$ cat config.mk
export PLATFORM = sky130hd
export DESIGN_NAME = fp_mul_pipe
export DESIGN_NICKNAME = d
export VERILOG_FILES = /design/src/rtl/fp_mul_pipe.sv
export SDC_FILE = /design/constraint.sdc
export NUM_CORES = 2
export LEC_CHECK = 0
export CORE_MARGIN = 10
export CORE_UTILIZATION = 60
export CTS_CLUSTER_DIAMETER = 50
export DETAILED_ROUTE_END_ITERATION = 10
export HOLD_SLACK_MARGIN = 0.06
export PLACE_DENSITY = 0.77
export SETUP_SLACK_MARGIN = 0.02
export SLEW_MARGIN = 15
export SYNTH_ARGS = -nofsm -noshare
export SYNTH_HDL_FRONTEND = slang
export SYNTH_SLANG_ARGS = --single-unit
$ cat constraint.sdc
create_clock -name clk -period 10.7 [get_ports clk]
set_input_delay 2.14 -clock clk [delete_from_list [all_inputs] [get_ports clk]]
set_output_delay 2.14 -clock clk [all_outputs]
set_load 0.01 [all_outputs]
$ cat src/rtl/fp_mul_pipe.sv
`default_nettype none
// ============================================================================
//  Module   : fp_mul_pipe
//  Purpose  : Parametrised 3-stage floating-point multiplier with valid/ready
//             handshake. Round-to-nearest-even, denormals-are-zero, flush to
//             zero on underflow, canonical quiet NaN, per-result flags.
//  Revision : 1.0 - initial release
// ----------------------------------------------------------------------------
//  Ports
//   clk        in   1   clock, rising edge
//   rstn       in   1   asynchronous active-low reset
//   in_valid   in   1   operand pair valid
//   in_ready   out  1   operands accepted this cycle
//   in_a/in_b  in   W   operands {sign, exp, frac}, W = 1+EXP_W+FRAC_W
//   out_valid  out  1   product valid
//   out_ready  in   1   downstream accepts product
//   out_p      out  W   product
//   out_flags  out  4   {invalid, overflow, underflow, inexact}
// ============================================================================
module fp_mul_pipe #(
  parameter int EXP_W  = 8,
  parameter int FRAC_W = 23,
  parameter int BIAS   = (1 << (EXP_W - 1)) - 1
) (
  input  logic                    clk,
  input  logic                    rstn,
  input  logic                    in_valid,
  output logic                    in_ready,
  input  logic [EXP_W+FRAC_W:0]   in_a,
  input  logic [EXP_W+FRAC_W:0]   in_b,
  output logic                    out_valid,
  input  logic                    out_ready,
  output logic [EXP_W+FRAC_W:0]   out_p,
  output logic [3:0]              out_flags
);

  localparam int W  = 1 + EXP_W + FRAC_W;
  localparam int M  = FRAC_W + 1;      // significand width with hidden bit
  localparam int EW = EXP_W + 2;       // signed working exponent width

  localparam logic [EW-1:0]    BIAS_E   = EW'(BIAS);
  localparam logic [EW-1:0]    EMAX_E   = EW'((1 << EXP_W) - 1);
  localparam logic [EXP_W-1:0] EXP_ONES = '1;
  localparam logic [W-1:0]     QNAN     = {1'b0, EXP_ONES, 1'b1, {(FRAC_W-1){1'b0}}};

  // Special-case result selected in S1, applied at packing time in S3.
  typedef enum logic [2:0] {
    SPC_NONE = 3'd0,
    SPC_QNAN = 3'd1,
    SPC_INV  = 3'd2,
    SPC_INF  = 3'd3,
    SPC_ZERO = 3'd4
  } spc_t;

  // Whole pipeline advances together; it only freezes when the output
  // register holds a result nobody is taking.
  logic adv;
  assign adv      = ~(out_valid & ~out_ready);
  assign in_ready = adv;

  // ---------------------------------------------------------------- S1
  logic             sa, sb;
  logic [EXP_W-1:0] ea, eb;
  logic [FRAC_W-1:0] fa, fb;
  assign {sa, ea, fa} = in_a;
  assign {sb, eb, fb} = in_b;

  logic a_zero, b_zero, a_nan, b_nan, a_inf, b_inf;
  // exp==0 covers both true zero and denormals (treated as zero).
  assign a_zero = (ea == '0);
  assign b_zero = (eb == '0);
  assign a_nan  = (ea == EXP_ONES) & (fa != '0);
  assign b_nan  = (eb == EXP_ONES) & (fb != '0);
  assign a_inf  = (ea == EXP_ONES) & (fa == '0);
  assign b_inf  = (eb == EXP_ONES) & (fb == '0);

  spc_t spc1;
  always_comb begin
    spc1 = SPC_NONE;
    if (a_nan | b_nan)                          spc1 = SPC_QNAN;
    else if ((a_inf & b_zero) | (b_inf & a_zero)) spc1 = SPC_INV;
    else if (a_inf | b_inf)                     spc1 = SPC_INF;
    else if (a_zero | b_zero)                   spc1 = SPC_ZERO;
  end

  logic [2*M-1:0] prod1;
  logic [EW-1:0]  esum1;
  assign prod1 = {{M{1'b0}}, 1'b1, fa} * {{M{1'b0}}, 1'b1, fb};
  assign esum1 = {2'b00, ea} + {2'b00, eb} - BIAS_E;

  logic           s1_valid, s1_sign;
  logic [EW-1:0]  s1_exp;
  logic [2*M-1:0] s1_prod;
  spc_t           s1_spc;

  always_ff @(posedge clk or negedge rstn) begin
    if (!rstn) begin
      s1_valid <= 1'b0;
      s1_sign  <= 1'b0;
      s1_exp   <= '0;
      s1_prod  <= '0;
      s1_spc   <= SPC_NONE;
    end else if (adv) begin
      s1_valid <= in_valid;
      s1_sign  <= sa ^ sb;
      s1_exp   <= esum1;
      s1_prod  <= prod1;
      s1_spc   <= spc1;
    end
  end

  // ---------------------------------------------------------------- S2
  // Product of two [1,2) significands lies in [1,4): MSB set means >= 2.
  logic          norm, guard, sticky, rnd_up, carry;
  logic [M-1:0]  mant;
  logic [M:0]    mant_r;
  logic [EW-1:0] exp2;
  logic [FRAC_W-1:0] frac2;

  assign norm = s1_prod[2*M-1];

  always_comb begin
    if (norm) begin
      mant   = s1_prod[2*M-1:M];
      guard  = s1_prod[M-1];
      sticky = |s1_prod[M-2:0];
    end else begin
      mant   = s1_prod[2*M-2:M-1];
      guard  = s1_prod[M-2];
      sticky = |s1_prod[M-3:0];
    end
  end

  assign rnd_up = guard & (sticky | mant[0]);
  assign mant_r = {1'b0, mant} + {{M{1'b0}}, rnd_up};
  assign carry  = mant_r[M];
  // A rounding carry turns 1.11..1 into 10.00..0: shift right once.
  assign frac2  = carry ? mant_r[FRAC_W:1] : mant_r[FRAC_W-1:0];
  assign exp2   = s1_exp + {{(EW-1){1'b0}}, norm} + {{(EW-1){1'b0}}, carry};

  logic              s2_valid, s2_sign, s2_inexact;
  logic [EW-1:0]     s2_exp;
  logic [FRAC_W-1:0] s2_frac;
  spc_t              s2_spc;

  always_ff @(posedge clk or negedge rstn) begin
    if (!rstn) begin
      s2_valid   <= 1'b0;
      s2_sign    <= 1'b0;
      s2_inexact <= 1'b0;
      s2_exp     <= '0;
      s2_frac    <= '0;
      s2_spc     <= SPC_NONE;
    end else if (adv) begin
      s2_valid   <= s1_valid;
      s2_sign    <= s1_sign;
      s2_inexact <= guard | sticky;
      s2_exp     <= exp2;
      s2_frac    <= frac2;
      s2_spc     <= s1_spc;
    end
  end

  // ---------------------------------------------------------------- S3
  logic         ovf, unf;
  logic [W-1:0] p3;
  logic [3:0]   f3;

  assign ovf = ~s2_exp[EW-1] & (s2_exp >= EMAX_E);
  assign unf =  s2_exp[EW-1] | (s2_exp == '0);

  always_comb begin
    p3 = {s2_sign, s2_exp[EXP_W-1:0], s2_frac};
    f3 = {3'b000, s2_inexact};
    case (s2_spc)
      SPC_QNAN: begin p3 = QNAN;                              f3 = 4'b0000; end
      SPC_INV:  begin p3 = QNAN;                              f3 = 4'b1000; end
      SPC_INF:  begin p3 = {s2_sign, EXP_ONES, {FRAC_W{1'b0}}}; f3 = 4'b0000; end
      SPC_ZERO: begin p3 = {s2_sign, {(W-1){1'b0}}};          f3 = 4'b0000; end
      default: begin
        if (ovf) begin
          p3 = {s2_sign, EXP_ONES, {FRAC_W{1'b0}}};
          f3 = 4'b0101;
        end else if (unf) begin
          p3 = {s2_sign, {(W-1){1'b0}}};
          f3 = 4'b0011;
        end
      end
    endcase
  end

  always_ff @(posedge clk or negedge rstn) begin
    if (!rstn) begin
      out_valid <= 1'b0;
      out_p     <= '0;
      out_flags <= '0;
    end else if (adv) begin
      out_valid <= s2_valid;
      if (s2_valid) begin
        out_p     <= p3;
        out_flags <= f3;
      end
    end
  end

endmodule
`default_nettype wire

==> results.toml <==
[critical_path]
cp_cell_sequence = "clkdlybuf4s50_1 > nand2_1 > fa_1 > inv_1 > fa_1 > inv_1 > fa_1 > fa_1 > inv_1 > fa_1 > fa_1 > inv_1 > fa_1 > inv_1 > ha_1 > a21oi_1 > o21ai_1 > or3_1 > a31oi_2 > nor3_1 > or4b_1 > nand3_1"
arrival_ns = 9.82
critical_path.most_common_cell = "fa_1"
worstSetupStartpointType = "input pin"
worst_path_largest_cell_delay_ns = 1.20
timing.critical_path.to_type = "register"
setup.worst_path.class = "input pin to register"
cp_slowest_cell = "clkdlybuf4s50_1"
worstPathMaxFanout = 24
cp.required_ns = 11.05

[grt]
maximum_number_of_pins_on_one_net_before_global_route_repair = 87
via_count_of_the_first_global_routing_pass = 22911
grt_overflow = 0
grt_pass1_wl_um = 125000
grt_antenna_before_repair = 2
globalRouteTotalUtil = 0.301

[timing]
rsz0062_at_grt = "false"
finalCriticalPeriod_ns = 9.47
fmax_ghz = 0.106
slew_hr = 0.201
setup_tns_after_final_layout_ns = 0
report.final.slew_viol_count = 0
final.setup_skew_ns = 0.0113
report.final.setup_viol = 0
report.final.hold_viol_count = 0
tightestPinTransition_ns = 1.20
min_period_over_period = 0.885

[placed_design]
placement.io_buffers = 105
place.gp.congestion = 0.973
post-dp-hpwl_um = 62400

[clock_network]
clk_pin_slew_worst_paths_ns = 0.06
postCtsResizedCells = 0
numCtsBuffers = 17
hold_buffers = 0
cts.sink_count = 139
tritoncts = "yes"
worst_skew_pair.late_latency_ns = 0.42
cts_max_path_buffers = 2
cts-htree-levels = 4
root_buffer = "clkbuf_16"
postCtsSetupBuffers = 0

[routing]
initialDrtViolationCount = 1977
drt_pass1_iterations = 8
routed_wl_um = 78100
drt_drc_violations_left = 0
wl_per_cell_um = 21.5
ant_nets = 0
route.vias.total = 21463
vias_per_cell = 5.91

[floorplan]
die_span_in_y_um = 229
floorplan.initialDensity = 0.608
top_ports = 106
core_region_area_um2 = 43200
fp.dieW_um = 229
core.rowCount = 76
design.die.area_um2 = 52500

[synth]
synth-edff-count = 0
yosys_register_bits = 139
yosys.cell_types.count = 78
number_of_instances_in_the_synthesized_netlist = 3001
sequential_area_share_after_synthesis = 0.133
synth.cell_area_um2 = 26200
synth.net_count = 3743
synth_async_sr_flop_share = 1.00
avgSynthCellArea_um2 = 8.74
most_common_flop_cell_mapped_by_yosys = "dfrtp_1"
ys.warnings.count = 0
netlist_top_cells_area = "fa_1, dfrtp_1, ha_1"
post-synth-top-area-fraction = 0.369
synthDominantAreaCellType = "fa_1"

[final_layout]
mostFrequentLayoutCells = "inv_1, fa_1, nand2_1"
insertedDiodeCount = 0
leading_cell_type_in_the_layout_fill_and_taps_excluded = "inv_1"
fraction_of_layout_instances_using_a_drive_strength_above_1 = 0.0358
fillerInstances = 3541
nNetsFinal = 3777
area_growth_syn_to_layout_pct = 8.77

[status]
run_status = "completed"

[run]
drv_cap = 0

[hold_path]
hold_class = "register to register"
## path summary, 6_finish.rpt
| kind | from | end | slack, ns | depth (start not counted) |
|---|---|---|---|---|
| max | in_b[3] | s1_prod[44] | 1.23 | 22 |
| min | s2_sign | s2_sign | 0.47 | 2 |
| max reg2reg | s1_prod[47] | s2_exp[9] | 6.71 | 13 |
| min reg2reg | s2_sign | s2_sign | 0.47 | 2 |
| max in group asynchronous | rstn | s1_prod[41] | 7.61 | 2 |
| min in group asynchronous | rstn | out_p[20] | 1.73 | 1 |
## flip-flops by register name, summed over array words and instances, names as in the netlist
register	cells
s1_prod	48
out_p	32
s2_frac	23
s1_exp	10
s2_exp	10
out_flags	4
s1_spc	3
s2_spc	3
out_valid	1
s1_sign	1
s1_valid	1
s2_inexact	1
s2_sign	1
s2_valid	1
## per-layer routing
metal  share of wire  GRT usage  vias up  wire [um]
met5         0.00017          0        -         13
met3           0.095     0.0687      283       7430
li1                -          -     9315          -
met1            0.38      0.378    10726      30000
met4           0.051      0.136        2       3970
met2            0.47      0.490     1137      36700
## kinds of logic after synthesis
group,synth area share
mux,0.00892
compound gates,0.0787
fa+ha+maj,0.460
simple gates,0.186
flops,0.133
xor+xnor,0.0237
buf+inv,0.110
## worst max-delay path, delay by kind of cell
family | cells | cell delay [ns]
AOI/OAI and AO/OA | 3 | 0.73
adders and majority gates | 8 | 4.07
buffers and inverters | 6 | 1.48
and+or+nand+nor | 5 | 1.38
## cell type report
cell class / instances / area [um^2] / share of cell area
Clock buffer: 20 / 447 / 0.0157
Clock inverter: 12 / 184 / 0.00645
Inverter: 613 / 2300 / 0.0807
Multi-Input combinational cell: 2098 / 19900 / 0.697
Sequential cell: 139 / 3480 / 0.122
Tap cell: 585 / 732 / 0.0256
Timing Repair Buffer: 166 / 1510 / 0.0529
## synthesized netlist by cell type, types with 3 or more instances
cell       instances
and4_1             8
and2_1           243
a22o_1            27
a21oi_1           85
o41ai_1            3
o22ai_1            6
ha_1             190
o21ai_0           56
a31oi_1           16
or3_1             10
buf_1             11
o31ai_1            8
nor4b_1            3
nand4_1           38
nand3_1           31
nor2b_1            6
clkinv_1           5
nor3_1            35
clkbuf_1         129
o21bai_1          10
o21a_1             7
dfrtp_1          139
nor4_1            28
and3_1             8
a22oi_1            3
inv_1            607
fa_1             484
nor3b_1            4
xor2_1            39
a21o_1            15
xnor2_1           32
a211oi_1           9
mux2i_1           20
o211ai_1           9
o21ai_1           23
nor2_1           151
o2111ai_1          3
nand2_1          426
a221o_1           12
buf_2             10
nand2b_1           7
## metrics by stage
| step | cell area, um^2 | util | hold WS [ns] | worst slack (ns) | std cells |
|---|---|---|---|---|---|
| after floorplan | 26200 | - | 0.432 | 2.32 | 3001 |
| after global placement | 27900 | 0.646 | 0.451 | 0.999 | 3601 |
| after detailed placement | 27900 | 0.646 | 0.461 | 0.896 | 3601 |
| after CTS | 28500 | 0.661 | 0.475 | 1.32 | 3633 |
| after global routing | 28500 | 0.661 | 0.493 | 0.816 | 3633 |
| final | 28500 | 0.661 | 0.471 | 1.23 | 3633 |
Power is not shown: default switching activity piles up to over one toggle a cycle in this logic, so the estimate is an artifact.
